## src/rtl/i2c_arbiter.sv

```systemverilog
// i2c_arbiter: round-robin whole-transaction sharing of one i2c_controller with hold watchdog
module i2c_arbiter #(
  parameter int NUM_REQ      = 2,
  parameter int HOLD_TIMEOUT = 1_000_000
) (
  input  logic                   clk,
  input  logic                   rst_n,
  input  logic [NUM_REQ-1:0]     req,
  output logic [NUM_REQ-1:0]     gnt,
  input  logic [2*NUM_REQ-1:0]   rq_cmd,
  input  logic [NUM_REQ-1:0]     rq_start,
  input  logic [8*NUM_REQ-1:0]   rq_wdata,
  input  logic [NUM_REQ-1:0]     rq_wack,
  output logic [NUM_REQ-1:0]     rq_ready,
  output logic [NUM_REQ-1:0]     rq_rdata_valid,
  output logic [7:0]             rdata,
  output logic [NUM_REQ-1:0]     timeout,
  output logic [1:0]             i2c_cmd,
  output logic                   i2c_start,
  output logic [7:0]             i2c_wdata,
  output logic                   i2c_wack,
  input  logic                   i2c_ready,
  input  logic [7:0]             i2c_rdata,
  input  logic                   i2c_rdata_valid
);
  localparam int OW = $clog2(NUM_REQ);
  localparam int HW = $clog2(HOLD_TIMEOUT + 1);
  typedef enum logic [1:0] {IDLE, OWNED, FSTOP, DRAIN} state_t;
  state_t state, state_n;
  logic [OW-1:0] owner, owner_n, rr_ptr, pick;
  logic [OW:0] sum;
  logic [2*NUM_REQ-1:0] rr2;
  logic [HW-1:0] hold_ctr;
  logic in_txn, o_start, o_req, o_wack, fwd, idle_c, at_max, fire;
  logic [1:0] o_cmd;
  logic [7:0] o_wdata;
  logic [NUM_REQ-1:0] own_oh;

  function automatic logic [NUM_REQ-1:0] oh(input logic [OW-1:0] k);
    oh = {{(NUM_REQ-1){1'b0}}, 1'b1} << k;
  endfunction

  assign o_cmd   = 2'(rq_cmd >> (2 * owner));
  assign o_wdata = 8'(rq_wdata >> (8 * owner));
  assign o_start = 1'(rq_start >> owner);
  assign o_wack  = 1'(rq_wack >> owner);
  assign o_req   = 1'(req >> owner);
  assign own_oh  = oh(owner);
  assign fwd     = (state == OWNED) & o_start & i2c_ready;
  assign idle_c  = (state == OWNED) & i2c_ready & ~o_start;
  assign at_max  = hold_ctr == HW'(HOLD_TIMEOUT - 1);
  assign fire    = idle_c & o_req & at_max;

  // first set request at or after rr_ptr, wrapping
  always_comb begin
    rr2 = {req, req} >> rr_ptr;
    sum = '0;
    for (int i = NUM_REQ - 1; i >= 0; i--) if (rr2[i]) sum = {1'b0, rr_ptr} + (OW+1)'(i);
    pick = (sum >= (OW+1)'(NUM_REQ)) ? OW'(sum - (OW+1)'(NUM_REQ)) : sum[OW-1:0];
  end

  always_ff @(posedge clk or negedge rst_n) begin
    if (!rst_n) begin
      state    <= IDLE;
      owner    <= '0;
      rr_ptr   <= '0;
      in_txn   <= 1'b0;
      hold_ctr <= '0;
      gnt      <= '0;
      timeout  <= '0;
    end else begin
      state    <= state_n;
      owner    <= owner_n;
      gnt      <= (state_n == IDLE) ? '0 : oh(owner_n);
      timeout  <= fire ? own_oh : '0;
      in_txn   <= (i2c_start && i2c_cmd == 2'd3) ? 1'b0 : (i2c_start && i2c_cmd == 2'd0) ? 1'b1 : in_txn;
      hold_ctr <= idle_c ? (at_max ? hold_ctr : hold_ctr + HW'(1)) : '0;
      if (state_n == IDLE && state != IDLE) rr_ptr <= (owner == OW'(NUM_REQ - 1)) ? '0 : owner + OW'(1);
    end
  end

  always_comb begin
    state_n = state;
    owner_n = owner;
    unique case (state)
      IDLE:  if (|req) begin
        state_n = OWNED;
        owner_n = pick;
      end
      OWNED: if (fwd && o_cmd == 2'd3) state_n = DRAIN;
             else if (idle_c && (!o_req || at_max)) state_n = in_txn ? FSTOP : IDLE;
      FSTOP: if (i2c_ready) state_n = DRAIN;
      DRAIN: if (i2c_ready) state_n = IDLE;
    endcase
  end

  always_comb begin
    i2c_cmd        = (state == FSTOP) ? 2'd3 : o_cmd;
    i2c_start      = (fwd | (state == FSTOP)) & i2c_ready;
    i2c_wdata      = o_wdata;
    i2c_wack       = o_wack;
    rq_ready       = (state == OWNED && i2c_ready) ? own_oh : '0;
    rq_rdata_valid = (state != IDLE && i2c_rdata_valid) ? own_oh : '0;
    rdata          = i2c_rdata;
  end
endmodule
```

## config.mk

```make
export PLATFORM = sky130hd
export DESIGN_NAME = i2c_arbiter
export DESIGN_NICKNAME = d
export VERILOG_FILES = /design/src/rtl/i2c_arbiter.sv
export SDC_FILE = /design/constraint.sdc
export NUM_CORES = 1
export LEC_CHECK = 0
export ABC_AREA = 0
export CAP_MARGIN = 20
export CELL_PAD_IN_SITES_DETAIL_PLACEMENT = 0
export CELL_PAD_IN_SITES_GLOBAL_PLACEMENT = 1
export CORE_ASPECT_RATIO = 1.1
export CORE_MARGIN = 10
export CORE_UTILIZATION = 33
export CTS_CLUSTER_SIZE = 30
export DETAILED_ROUTE_END_ITERATION = 10
export GPL_TIMING_DRIVEN = 0
export PLACE_DENSITY = 0.81
export SLEW_MARGIN = 25
export SYNTH_ARGS = -nofsm -noshare
export SYNTH_HDL_FRONTEND = slang
export SYNTH_SLANG_ARGS = --single-unit
```

## constraint.sdc

```tcl
create_clock -name clk -period 2.8 [get_ports clk]
set_clock_uncertainty 0.15 [all_clocks]
set_input_delay 0.56 -clock clk [delete_from_list [all_inputs] [get_ports clk]]
set_output_delay 0.56 -clock clk [all_outputs]
set_load 0.01 [all_outputs]
```

---- Yosys cells after proc, flatten, opt, wreduce, memory -nomap -nowiden ----
Cells that the tools add are included.
storage, ports and cells
  flip-flop bits (word level) ............. 29
  bits of input ports ..................... 38
  output and inout bits ................... 28
  word-level logic and storage cells ...... 73
cells by class
  $add $sub $neg .......................... 4
  magnitude comparators ................... 1
  equality and inequality tests ........... 7
  shifts and indexed selects .............. 8
  muxes and demuxes ....................... 22
  bitwise operators ....................... 9
  reduce and logical (&&, ||, !) cells .... 15
operators by type and width
  cell                     number
  $mux W20                 2
  $mux W2                  13
  $add A20 B1 Y20 const B  1
  $eq A20 B20 Y1 const B   1
  $shr A16 B4 Y8           1
  $eq A2 B2 Y1 const B     4
  $pmux W2 S4              1
  $and A1 B1 Y1            7
  $logic_and A1 B1 Y1      7
  $logic_not A2 Y1         3
  $mux W1                  6
  $shr A2 B1 Y1            3
  $reduce_bool A2 Y1       2
  $shl A1 B1 Y2 const A    2
  $shr A4 B1 Y2            1
  $shr A4 B2 Y2            1
  $add A1 B1 Y2 const B    1
  $eq A2 B1 Y1 const B     1
  $ge A2 B2 Y1 const B     1
  $ne A2 B2 Y1 const B     1
  $reduce_or A2 Y1         1
  $add A1 B1 Y1 const B    1
  $logic_not A1 Y1         1
  $logic_or A1 B1 Y1       1
  other kinds (3)          3

---- Longest topological paths before layout ----
Gate-level depths: netlist (run 1).
  word-level depth ........................ 9
  gate-level depth with buffers ........... 7
  mapped depth without buffers ............ 6

---- Least setup slack after synthesis (run 1) ----
OpenSTA, ideal clock, no wires.
  path type ............................... in2out
  from .................................... input rq_start[1]
  to ...................................... output i2c_start
  arrival time ............................ 1350 ps
  data required time ...................... 2090 ps
  slack ................................... 740 ps
  stages .................................. 3
  buffers on the path ..................... 0
  cell sequence ........................... mux2i_1 -> or3b_2 -> a21boi_2
on the way
  cells in the longest elaborated chain, start to end .. 5
ends and longest elaborated chain
  item                        line  text
  from (decl)                 11    input logic [NUM_REQ-1:0] rq_start,
  $shr A2 B1 Y1               45    assign o_start = 1'(rq_start >> owner);
  $and A1 B1 Y1 (2 in a row)  49    assign fwd = (state == OWNED) & o_start & i2c_ready;
  $or A1 B1 Y1                99    i2c_start = (fwd | (state == FSTOP)) & i2c_ready;
  $and A1 B1 Y1               99
  to (decl)                   19    output logic i2c_start,
Every way passes these cells.

---- Worst setup path in the final report (run 1) ----
  from .................................... input i2c_ready
  to ...................................... output rq_ready[1]
on the way
  cells in the longest elaborated chain, start to end .. 2
ends and longest elaborated chain
  item                 line  text
  from (decl)          22    input logic i2c_ready,
  $logic_and A1 B1 Y1  102   rq_ready = (state == OWNED && i2c_ready) ? own_oh : '0;
  $mux W2              102
  to (decl)            14    output logic [NUM_REQ-1:0] rq_ready,
Every way passes these cells.

==> impl_metrics.csv, run 1 <==
group,metric,value,unit
outcome,outcome,"completed",
layout,antenna-diode-count,0,
layout,filler_cell_count,547,
layout,design_area,0.00266,mm^2
floorplanning,floorplan.initialDensity,34.1,%
pwr,post-layout-total-power,1.78,mW
layout,post_route_cells_drive_above_1_share,17.0,%
clock_tree,cts_hold_repair.buffers,0,
pwr,power_leakage,1.07,nW
grt,grt_pass1_vias,1732,
placement,io_buffers,57,
clock_tree,path_clk_slew,0.07,ns
pwr,ir_drop,355,uV
worst_hold_path,worstHoldPathType,"primary input to async pin",
layout,syn_to_final_growth,44.5,%
placement,post_dp_cell_area,0.00250,mm^2
logic_synthesis,syn-num-nets,233,
logic_synthesis,syn_inst,194,
clock_tree,ctsHtreeMaxLevel,2,
critical_path,worst_setup_path_start_kind,"primary input",
clock_tree,tritoncts,"built",
layout,layout.core_utilization,49.3,%
floorplanning,die_x,91.2,um
critical_path,critical_path_required,2.09,ns
logic_synthesis,synth.yosys.warnings,0,
critical_path,worst-setup-path-type,"primary input to output port",
logic_synthesis,avgSynthCellArea,9.49,um^2
grt,grt_max_degree,30,
sta,finalHoldViolCount,0,
logic_synthesis,dominantRegCellSynth,"sky130_fd_sc_hd__dfrtp_1",
layout,fin_nets,297,
floorplanning,die_height,98.3,um
layout,most_used_cells_in_the_layout_excluding_fill_and_tap_cells,"sky130_fd_sc_hd__clkdlybuf4s50_1, sky130_fd_sc_hd__dfrtp_1, sky130_fd_sc_hd__nor2_1",
critical_path,endpoint_kind,"output port",
routing,drt_iter0_markers,81,
routing,avgRoutedWirePerCell,15.9,um
floorplanning,dieArea,0.00897,mm^2
logic_synthesis,syn_area,0.00184,mm^2
placement,gp_congestion,0.801,
floorplanning,core_area,0.00540,mm^2
logic_synthesis,number_of_flops_mapped_to_enable_cells_by_yosys,0,
logic_synthesis,asyncSetResetFlopFracSynth,100,%
sta,final-setup-viol-count,0,
sta,worst_slack,0.141,ns
logic_synthesis,synth-seq-area-share,39.4,%
grt,grt.overflow.total,0,
layout,mostFrequentLayoutCell,"sky130_fd_sc_hd__clkdlybuf4s50_1",
sta,timing.final.crit_period,2.66,ns
floorplanning,placement_rows,28,
job,maxCapViolCount,0,
logic_synthesis,ys_seq_elements,29,
logic_synthesis,synth_cell_type_count,51,
pwr,power_density,669,mW/mm^2
logic_synthesis,synth_area_leaders,"sky130_fd_sc_hd__dfrtp_1, sky130_fd_sc_hd__mux2_2, sky130_fd_sc_hd__xor2_1",
sta,grt_setup_unrepaired,"false",
routing,post-route-drc-count,0,
routing,finalWirelength,5310,um
floorplanning,boundaryPins,66,
sta,max-slew-margin-rel,57.1,%
logic_synthesis,synth_largest_type_area_fraction,39.4,%
grt,grt_use_total,11.7,%
routing,drt-pass1-iter-count,4,
clock_tree,worst_skew_pair.late_latency,0.29,ns
sta,layout_worst_path_cycle_share,95.0,%
critical_path,worst_ep_arrival_time,1.95,ns
routing,drt-vias-per-instance,5.05,
routing,vias,1688,
clock_tree,cts.root.buffer_cell,"sky130_fd_sc_hd__clkbuf_8",
clock_tree,cts.path.max_buffers,2,
logic_synthesis,synth_top_area_cell,"sky130_fd_sc_hd__dfrtp_1",
grt,grt_first_pass_wirelength,8830,um
routing,drt.antenna.violating_nets,0,
sta,report.final.slew_viol_count,0,
sta,fmaxAchievable,376,MHz
grt,antenna_found_initial,0,
critical_path,crit_fanout,5,
placement,dpl_worst_slack,-0.366,ns
clock_tree,tritoncts.num_buffers,5,
placement,hpwl,4080,um
clock_tree,clock_sink_total,29,
sta,worst-slew-pin-transition,0.643,ns
-- state kept, by name (all words and copies together) (netlist names) --
name / cells
state: 2
in_txn: 1
gnt: 2
timeout: 2
hold_ctr: 20
rr_ptr: 1
owner: 1
-- layout make-up --
cell class | count | area [um^2] | area share (%)
clock buffers | 5 | 68.8 | 2.59
repair buffers | 58 | 579 | 21.8
clock inverters | 3 | 65.1 | 2.45
inverters | 4 | 15.0 | 0.565
plain buffers | 14 | 88.8 | 3.34
multi-input cells | 146 | 1020 | 38.4
well taps | 75 | 93.8 | 3.53
flip-flops and latches | 29 | 726 | 27.3
-- what timing repair did --
action                                  4_1_cts  5_1_grt
cloned                                        0        0
gates resized for setup                       4        4
pin swaps                                     1        1
endpoints found under the setup margin        8        1
buffers inserted                              0        1
-- layer usage --
metal  track usage, %  vias up  part of all wire [%]
met2             18.7       61                    45
met4             2.29        0                  0.36
met3             3.68        2                   4.6
met5                0        -                     0
met1             15.3      788                    50
li1                 -      837                     -
-- power breakdown --
| part | leakage, nW | total [mW] | switching [mW] | internal, mW |
|---|---|---|---|---|
| logic | 0.612 | 0.741 | 0.341 | 0.400 |
| clock network | 0.0681 | 0.515 | 0.162 | 0.353 |
| registers | 0.387 | 0.522 | 0.0482 | 0.474 |
-- cell usage after synthesis (2+ instances only) --
library cell,number
sky130_fd_sc_hd__a21oi_1,11
sky130_fd_sc_hd__a31oi_1,2
sky130_fd_sc_hd__and2_1,2
sky130_fd_sc_hd__and3_1,3
sky130_fd_sc_hd__and4_1,2
sky130_fd_sc_hd__and4_4,2
sky130_fd_sc_hd__buf_2,3
sky130_fd_sc_hd__buf_4,8
sky130_fd_sc_hd__clkbuf_1,3
sky130_fd_sc_hd__dfrtp_1,29
sky130_fd_sc_hd__inv_1,4
sky130_fd_sc_hd__mux2_2,9
sky130_fd_sc_hd__mux2i_1,5
sky130_fd_sc_hd__nand2_1,15
sky130_fd_sc_hd__nand2b_1,2
sky130_fd_sc_hd__nand3_1,5
sky130_fd_sc_hd__nand3_2,2
sky130_fd_sc_hd__nand3b_1,2
sky130_fd_sc_hd__nand4_1,6
sky130_fd_sc_hd__nor2_1,17
sky130_fd_sc_hd__nor3_1,2
sky130_fd_sc_hd__nor4b_1,2
sky130_fd_sc_hd__o2111ai_1,2
sky130_fd_sc_hd__o211ai_1,4
sky130_fd_sc_hd__o21ai_0,6
sky130_fd_sc_hd__o21ai_1,3
sky130_fd_sc_hd__o31ai_1,4
sky130_fd_sc_hd__or3_1,4
sky130_fd_sc_hd__or4_1,4
sky130_fd_sc_hd__xor2_1,10
-- through the flow --
stage	TNS [ns]	hold WS [ns]	instances
final	0	0.143	334
after global routing	0	0.186	334
after CTS	0	0.168	333
after detailed placement	-0.366	0.334	326
after global placement	-0.368	0.326	326
after floorplan	0	0.114	194
-- kinds of logic after synthesis --
family / count (synthesis) / share of synthesized area (%)
AO/OA/AOI/OAI: 38 / 13.5
AND/OR/NAND/NOR: 82 / 27.1
multiplexers: 15 / 8.84
flip-flops: 29 / 39.4
XOR/XNOR: 10 / 4.76
buffers and inverters: 19 / 5.71
adder cells (fa/ha/maj): 1 / 0.680
-- path summary, 6_finish.rpt --
check | cells past startpoint | end | slack [ns] | startpoint
worst min-delay path | 1 | hold_ctr[11] | 0.14 | rst_n
worst min register to register | 1 | rr_ptr | 0.35 | rr_ptr
worst max-delay path | 4 | rq_ready[1] | 0.14 | i2c_ready
worst max register to register | 7 | hold_ctr[8] | 0.57 | hold_ctr[0]
max in group asynchronous | 1 | hold_ctr[4] | 1.93 | rst_n
min in group clk | 1 | rr_ptr | 0.35 | rr_ptr
-- critical path: stages --
cell and delay (ns):
sky130_fd_sc_hd__clkdlybuf4s50_1 0.56, sky130_fd_sc_hd__nand3b_1 0.16, sky130_fd_sc_hd__nor2_1 0.12, sky130_fd_sc_hd__clkdlybuf4s50_1 0.55
Note: power is estimated with default switching activity, not from simulation.
==> run 2: changes to the inputs <==
GPL_ROUTABILITY_DRIVEN = 0   (was unset)
==> results of run 2 <==
The final DEF is identical to that of run 1; final timing and power are the same.
